## config.mk

```make
export PLATFORM = sky130hd
export DESIGN_NAME = sdes_ctr_keystream
export DESIGN_NICKNAME = d
export VERILOG_FILES = /design/src/rtl/sdes_ctr_keystream.sv
export SDC_FILE = /design/constraint.sdc
export NUM_CORES = 1
export LEC_CHECK = 0
export ABC_AREA = 0
export ABC_CLOCK_PERIOD_IN_PS = 2300
export BUFFER_PORTS_ARGS = -buffer_cell sky130_fd_sc_hd__buf_2
export CAP_MARGIN = 20
export CORE_AREA = 2 2 64 81
export CTS_CLUSTER_SIZE = 10
export DETAILED_ROUTE_END_ITERATION = 12
export DIE_AREA = 0 0 66 83
export GPL_TIMING_DRIVEN = 0
export PLACE_DENSITY = 0.79
export SLEW_MARGIN = 10
export SYNTH_ARGS = -nofsm -noshare
export SYNTH_HDL_FRONTEND = slang
export SYNTH_SLANG_ARGS = --single-unit
```

## constraint.sdc

```tcl
create_clock -name clk_i -period 2.3 [get_ports clk_i]
set_input_delay 0.46 -clock clk_i [delete_from_list [all_inputs] [get_ports clk_i]]
set_output_delay 0.46 -clock clk_i [all_outputs]
set_load 0.005 [all_outputs]
```

## src/rtl/sdes_ctr_keystream.sv

```systemverilog
// Purpose  : counter-mode keystream source; each byte = S-DES_K(nonce ^ ctr), one Feistel round per clock.
// Latency  : start sampled at edge N -> ks_valid_o high after edge N+2; one byte per 3 cycles with ks_ready_i high.
// Backpres.: ks_byte_o/ks_valid_o/ctr_o held stable in OUT until ks_ready_i; start_i aborts and restarts at any time.
//
// Ports:
//   clk_i        rising-edge clock
//   rst_ni       asynchronous active-low reset
//   start_i      one-cycle pulse: latch key_i/nonce_i, reload counter, begin generation
//   key_i        10-bit S-DES key (sampled on start_i only)
//   nonce_i      8-bit nonce (sampled on start_i only)
//   ks_ready_i   downstream combiner accepts ks_byte_o this cycle
//   ks_valid_o   ks_byte_o holds a valid keystream byte
//   ks_byte_o    keystream byte
//   ctr_o        counter value of the block being computed or held
//   busy_o       generator is not idle
//   ctr_wrap_o   sticky flag: counter wrapped FF->00 (keystream reuse), cleared by start_i
module sdes_ctr_keystream #(
    parameter logic [7:0] CTR_INIT = 8'h00
) (
    input  logic       clk_i,
    input  logic       rst_ni,
    input  logic       start_i,
    input  logic [9:0] key_i,
    input  logic [7:0] nonce_i,
    input  logic       ks_ready_i,
    output logic       ks_valid_o,
    output logic [7:0] ks_byte_o,
    output logic [7:0] ctr_o,
    output logic       busy_o,
    output logic       ctr_wrap_o
);

    typedef enum logic [1:0] {IDLE = 2'd0, R1 = 2'd1, R2 = 2'd2, OUT = 2'd3} state_t;

    // S-box tables, entry {row,col}=0 in the top two bits.
    localparam logic [31:0] S0_TBL = {2'd1, 2'd0, 2'd3, 2'd2,  2'd3, 2'd2, 2'd1, 2'd0,
                                      2'd0, 2'd2, 2'd1, 2'd3,  2'd3, 2'd1, 2'd3, 2'd2};
    localparam logic [31:0] S1_TBL = {2'd0, 2'd1, 2'd2, 2'd3,  2'd2, 2'd0, 2'd1, 2'd3,
                                      2'd3, 2'd0, 2'd1, 2'd0,  2'd2, 2'd1, 2'd0, 2'd3};

    state_t      state_q, state_d;
    logic [9:0]  key_q;
    logic [7:0]  nonce_q;
    logic [7:0]  ctr_q;
    logic [7:0]  mid_q;
    logic [7:0]  ks_byte_q;
    logic        ks_valid_q;
    logic        ctr_wrap_q;

    // Cipher bit 1 is the MSB, so cipher position p of an N-bit word is index N-p.
    function automatic logic [1:0] sbox(input logic [31:0] tbl, input logic [1:0] row,
                                        input logic [1:0] col);
        logic [31:0] sh;
        sh = tbl << {row, col, 1'b0};
        return sh[31:30];
    endfunction

    function automatic logic [7:0] p8(input logic [9:0] v);
        return {v[4], v[7], v[3], v[6], v[2], v[5], v[0], v[1]};
    endfunction

    function automatic logic [7:0] ip(input logic [7:0] b);
        return {b[6], b[2], b[5], b[7], b[4], b[0], b[3], b[1]};
    endfunction

    function automatic logic [7:0] ip_inv(input logic [7:0] b);
        return {b[4], b[7], b[5], b[3], b[1], b[6], b[0], b[2]};
    endfunction

    // One Feistel round: left nibble ^= P4(S(E/P(right) ^ sk)), right nibble passes through.
    function automatic logic [7:0] fk(input logic [7:0] b, input logic [7:0] sk);
        logic [7:0] x;
        logic [1:0] s0;
        logic [1:0] s1;
        logic [3:0] p4;
        x  = {b[0], b[3], b[2], b[1], b[2], b[1], b[0], b[3]} ^ sk;
        s0 = sbox(S0_TBL, {x[7], x[4]}, {x[6], x[5]});
        s1 = sbox(S1_TBL, {x[3], x[0]}, {x[2], x[1]});
        p4 = {s0[0], s1[0], s1[1], s0[1]};
        return {b[7:4] ^ p4, b[3:0]};
    endfunction

    // Key schedule from the latched key: P10, then rotate each 5-bit half by 1 (K1) or 3 (K2).
    logic [9:0] p10;
    logic [9:0] ls1;
    logic [9:0] ls3;
    logic [7:0] k1;
    logic [7:0] k2;
    logic [7:0] r1_f;
    logic [7:0] mid_d;
    logic [7:0] ks_byte_d;

    assign p10 = {key_q[7], key_q[5], key_q[8], key_q[3], key_q[6],
                  key_q[0], key_q[9], key_q[1], key_q[2], key_q[4]};
    assign ls1 = {p10[8:5], p10[9], p10[3:0], p10[4]};
    assign ls3 = {p10[6:5], p10[9:7], p10[1:0], p10[4:2]};
    assign k1  = p8(ls1);
    assign k2  = p8(ls3);

    assign r1_f      = fk(ip(nonce_q ^ ctr_q), k1);
    assign mid_d     = {r1_f[3:0], r1_f[7:4]};
    assign ks_byte_d = ip_inv(fk(mid_q, k2));

    // State register
    always_ff @(posedge clk_i or negedge rst_ni) begin
        if (!rst_ni) begin
            state_q <= IDLE;
        end else begin
            state_q <= state_d;
        end
    end

    // Next-state logic; start_i overrides everything, including a same-cycle accept.
    always_comb begin
        state_d = state_q;
        if (start_i) begin
            state_d = R1;
        end else begin
            case (state_q)
                IDLE:    state_d = IDLE;
                R1:      state_d = R2;
                R2:      state_d = OUT;
                OUT:     if (ks_ready_i) state_d = R1;
                default: state_d = IDLE;
            endcase
        end
    end

    // Datapath registers
    always_ff @(posedge clk_i or negedge rst_ni) begin
        if (!rst_ni) begin
            key_q      <= '0;
            nonce_q    <= '0;
            ctr_q      <= CTR_INIT;
            mid_q      <= '0;
            ks_byte_q  <= '0;
            ks_valid_q <= 1'b0;
            ctr_wrap_q <= 1'b0;
        end else if (start_i) begin
            key_q      <= key_i;
            nonce_q    <= nonce_i;
            ctr_q      <= CTR_INIT;
            ctr_wrap_q <= 1'b0;
            ks_valid_q <= 1'b0;
        end else begin
            case (state_q)
                R1: mid_q <= mid_d;
                R2: begin
                    ks_byte_q  <= ks_byte_d;
                    ks_valid_q <= 1'b1;
                end
                OUT: if (ks_ready_i) begin
                    ks_valid_q <= 1'b0;
                    ctr_q      <= ctr_q + 8'd1;
                    if (ctr_q == 8'hFF) ctr_wrap_q <= 1'b1;
                end
                default: ;
            endcase
        end
    end

    // Outputs
    always_comb begin
        busy_o     = (state_q != IDLE);
        ks_valid_o = ks_valid_q;
        ks_byte_o  = ks_byte_q;
        ctr_o      = ctr_q;
        ctr_wrap_o = ctr_wrap_q;
    end

endmodule

```

After elaboration in Yosys (flattened, before gate mapping) --
Cells that the tools add are included. Widths: inputs -> output; s select.
Storage, ports and cells: flip-flop bits (word level) 46, input bits 22, output and inout bits 19, logic and storage cells 48
Cells by class: $add $sub $neg 1, equal/unequal tests 5, shift operators 4, muxes and demuxes 13, bitwise logic cells 6, reduce and logical (&&, ||, !) cells 11
Operator list (number):
- $shl 29x5->32 const A | 2
- $shl 31x5->32 const A | 2
- $mux 8 | 3
- $xor 8x8->8 | 3
- $add 8x1->8 const B | 1
- $eq 8x8->1 const B | 1
- $pmux 2 s4 | 1
- $reduce_and 2->1 | 4
- $reduce_bool 2->1 | 4
- $xor 4x4->4 | 2
- $mux 1 | 6
- $eq 2x2->1 const B | 2
- $mux 2 | 2
- $ne 3x3->1 const B | 1
- $reduce_and 3->1 | 1
- $reduce_bool 3->1 | 1
- $eq 2x1->1 const B | 1
- $logic_not 2->1 | 1
- $pmux 1 s2 | 1
- $not 1->1 | 1

Longest topological paths before layout --
depth after elaboration 5, gate-level depth with buffers 8

Worst setup path after synthesis --
OpenSTA, ideal clock, no wires.
kind flip-flop to flip-flop, start reg ctr_q[1], in the netlist ctr_o[1], end reg mid_q[1], library setup time 126 ps, arrival 1646 ps, data required time 2174 ps, setup slack 528 ps, cell stages (with the launch flop) 9, period minus slack after synthesis 1772 ps, cells stage by stage dfrtp_1 -> buf_2 -> xnor3_1 -> ha_1 -> inv_1 -> mux2_4 -> mux2i_1 -> xnor2_1 -> o21ai_1
Between the ends: word-level cells in the longest chain between the ends 4
Ends and longest elaborated chain:
- start: declaration | RTL line 44 | logic [7:0] ctr_q;
- start signal: assignment | RTL line 154 | ctr_q <= ctr_q + 8'd1;
- $xor 8x8->8 | RTL line 100 | assign r1_f = fk(ip(nonce_q ^ ctr_q), k1);
- $xor 8x8->8 | RTL line 76 | x = {b[0], b[3], b[2], b[1], b[2], b[1], b[0], b[3]} ^ sk;
- $shl 29x5->32 | RTL line 54 | sh = tbl << {row, col, 1'b0};
- $xor 4x4->4 | RTL line 80 | return {b[7:4] ^ p4, b[3:0]};
- end signal: assignment | RTL line 147 | R1: mid_q <= mid_d;
- end: declaration | RTL line 45 | logic [7:0] mid_q;
Every way passes these cells. A chain may end at the register's enable or synchronous reset.

Worst setup path after layout --
start reg ctr_q[4], in the netlist ctr_o[4], end reg mid_q[0]
Between the ends: word-level cells in the longest chain between the ends 4
Ends and longest elaborated chain (RTL line):
- $xor 8x8->8 | 100
- $xor 8x8->8 | 76
- $shl 31x5->32 | 54
- $xor 4x4->4 | 80
Every way passes these cells.

==> summary.md <==
| Metric | Value |
|---|---|
| Core ar. | 0.00469 mm2 |
| Number of nets in the layout | approximately 310 |
| Clk pwr share | 0.213 |
| Synth Instances | 229 |
| CTS tree | built |
| Site Rows | 28 |
| Initial core utilization | 0.544 |
| CTS Root Cell | clkbuf_8 |
| Final Hold Viols | 0 |
| Final Slew Violations | 0 |
| RD Place Congestion | 0.819 |
| Most common cell in the netlist | dfrtp_1 |
| Hold-fix buffers, CTS | 0 |
| Largest net degree at the start of global routing | 47 |
| Clock H-tree levels | 2 |
| Number of diodes | 0 |
| Drt total wl | 4790 um |
| Post-synth top flop | dfrtp_1 |
| MaxCap Viol Count | 0 |
| VDD IR-drop max | 0.512 mV |
| Layout cells sized above 1 | 0.271 |
| CP Capture Type | flop |
| Detail Placement HPWL | 3470 um |
| GR Util All Layers | 0.189 |
| Period utilisation layout | 0.852 |
| Area share of the largest cell type after synthesis | 0.451 |
| Die area | about 0.0055 mm2 |
| Total grt overflow | 0 |
| Drt pass-1 iters | 4 |
| Final std cells w/o fill | 337 |
| Area grow syn2layout | 15.7% |
| Top cells by area, synth | dfrtp_1 45%, mux2_2 7.9%, xnor2_1 7.2%, nand2_1 4.1%, xor2_1 4.1% |
| Die H | 83 um |
| CTS Buf Count | 5 |
| IO Pins | 41 |
| Vias in the first global route | around 1,800 |
| P per Cell Area | 957 mW/mm2 |
| Synth Warn # | 0 |
| PortBufs | 39 |
| Placed cell count | around 330 |
| Final Hold Slack | 0.0177 ns |
| Initial antenna violation count | 0 |
| Cts repair resizes | 0 |
| Post-synth EDFFs | 0 |
| Tightest Pin Transition | 0.611 ns |
| Netlist Area Pre-Place | 0.00255 mm2 |
| Wire per inst | 14.2 um |
| # clock sinks | 46 |
| Switching Power | 0.952 mW |
| Startpoint types | flop |
| Setup TNS Final | 0 ns |
| Leakage power | 1.41 nW |
| Worst min path class | input pin to asynchronous set/reset pin |
| Ys async rst share | 1.00 |
| DRT iter0 DRCs | 72 |
| Clock Skew | 0.0109 ns |
| Seq/Total Area, Yosys | 0.451 |
| Vias post-DR | 1,731 |
| Cell-internal power | approximately 1.9 mW |
| Post-Layout Inst Area | a little under 0.003 mm2 |
| Period minus WS final | between 1.5 and 2 ns |
| Part of the power in registers | 0.402 |
| ANT nets after route | 0 |
| Status | completed |
| Post-synth top cells | 46 x dfrtp_1, 28 x nand2_1, 21 x xnor2_1, 18 x mux2_2, 13 x nor2_1 |
| Crit path kind | flop to flop |
| Synthesized Nets | ~260 |
| Worst EP arrival | between 2 and 2.5 ns |
| Vias per cell | 5.14 |
| Die X | 66 um |
| Yosys reg bits | 46 |
| Reg clk slew, reported paths | 0.09 ns |
| Fmax | 0.510 GHz |
| # setup viols final | 0 |
| Combinational share of power | 0.385 |
| DP Area | 0.00283 mm2 |
| Synth Area per Inst | approximately 11 um2 |
| Switching share of power | 0.336 |
| Clock insertion delay at the later pin of the skew report | 0.31 ns |
| Crit Path Max Fanout | 6 |
| Data required, critical path | 2.49 ns |
| Cell taking the most area after synthesis | dfrtp_1 |
| Netlist cell types | 38 |
| First-pass GRT wire length | 8050 um |
| Total Power | 2.83 mW |
| RSZ-0062 raised after global routing | false |
| R2R cell count | 6 |
| Rel. slew slack | 0.593 |
| CTS max path bufs | 2 |
| DRC | 0 |
| Setup bufs post-CTS | 0 |
-- critical path: stages, from the launching register on --
cell       delay [ns]
dfrtp_1          0.35
clkbuf_1         0.28
xor3_1           0.46
or3_1            0.36
a2bb2oi_2        0.14
xnor2_1          0.16
o21ai_1          0.09
-- power by group through the flow --
stage,logic (mW),registers (mW),clock network [mW]
floorplan,0.827,1.13,0
global placement,1.04,1.14,0
detailed placement,1.08,1.16,0
CTS,1.09,1.14,0.609
global route,1.23,1.17,0.640
finish,1.09,1.14,0.603
-- per-layer routing --
| layer | global-route usage | up-vias | share of wire |
|---|---|---|---|
| li1 | - | 856 | - |
| met2 | 0.347 | 34 | 0.55 |
| met4 | 0.0519 | 0 | 0.014 |
| met3 | 0.0379 | 7 | 0.040 |
| met5 | 0 | - | 0 |
| met1 | 0.216 | 834 | 0.40 |
-- stage by stage --
stage | setup slack, ns | utilization
final | 0.339 | 0.630
after global routing | 0.232 | 0.630
after CTS | 0.358 | 0.625
after detailed placement | 0.372 | 0.602
after global placement | 0.417 | 0.602
after floorplan | 0.528 | -
-- flip-flops by register name (all words and copies together) (netlist names) --
signal	count
ks_valid_o	1
key_q	10
state_q	2
ctr_o	8
mid_q	8
ctr_wrap_o	1
nonce_q	8
ks_byte_o	8
-- cell usage in the layout, fill, tap and decap left out, types with 2 or more instances in the layout --
cell	instances
a21boi_0	3
a21oi_1	6
buf_2	40
buf_6	2
clkbuf_1	9
clkbuf_8	5
dfrtp_1	46
ha_1	7
inv_1	7
mux2_2	18
mux2i_1	9
nand2_1	28
nand2b_1	5
nand4_1	2
nor2_1	13
o21ai_0	10
o21ai_1	4
or3_1	3
xnor2_1	21
xnor3_1	2
xnor3_2	3
xor2_1	12
xor3_1	3
-- layout make-up --
| class | count | area (um2) |
|---|---|---|
| buffer | 12 | 62.6 |
| clock buffer | 6 | 72.6 |
| clock inverter | 2 | 37.5 |
| fill | 400 | 1740 |
| inverter | 7 | 26.3 |
| multi-input combinational | 164 | 1320 |
| sequential | 46 | 1150 |
| tap | 60 | 75.1 |
| timing repair buffer | 40 | 215 |
-- worst paths after layout --
check,start,slack [ns],to
worst max-delay path,ctr_o[4]$_DFFE_PN0P_,0.34,mid_q[0]$_DFFE_PN0P_
worst min-delay path,rst_ni,0.02,ctr_o[6]$_DFFE_PN0P_
worst max register to register,ctr_o[4]$_DFFE_PN0P_,0.34,mid_q[0]$_DFFE_PN0P_
worst min register to register,ks_byte_o[1]$_DFFE_PN0P_,0.47,ks_byte_o[1]$_DFFE_PN0P_
max in group asynchronous,rst_ni,1.81,ks_byte_o[6]$_DFFE_PN0P_
min in group clk_i,key_i[8],0.38,key_q[8]$_DFFE_PN0P_
-- kinds of logic after synthesis --
kind of cell / synth area share
and+or+nand+nor: 0.101
buffers and inverters: 0.0348
muxes: 0.120
xor gates and xnor gates: 0.187
adders and majority gates: 0.0343
DFF: 0.451
AOI/OAI and AO/OA: 0.0720
Note: power is estimated with default switching activity, not from simulation.
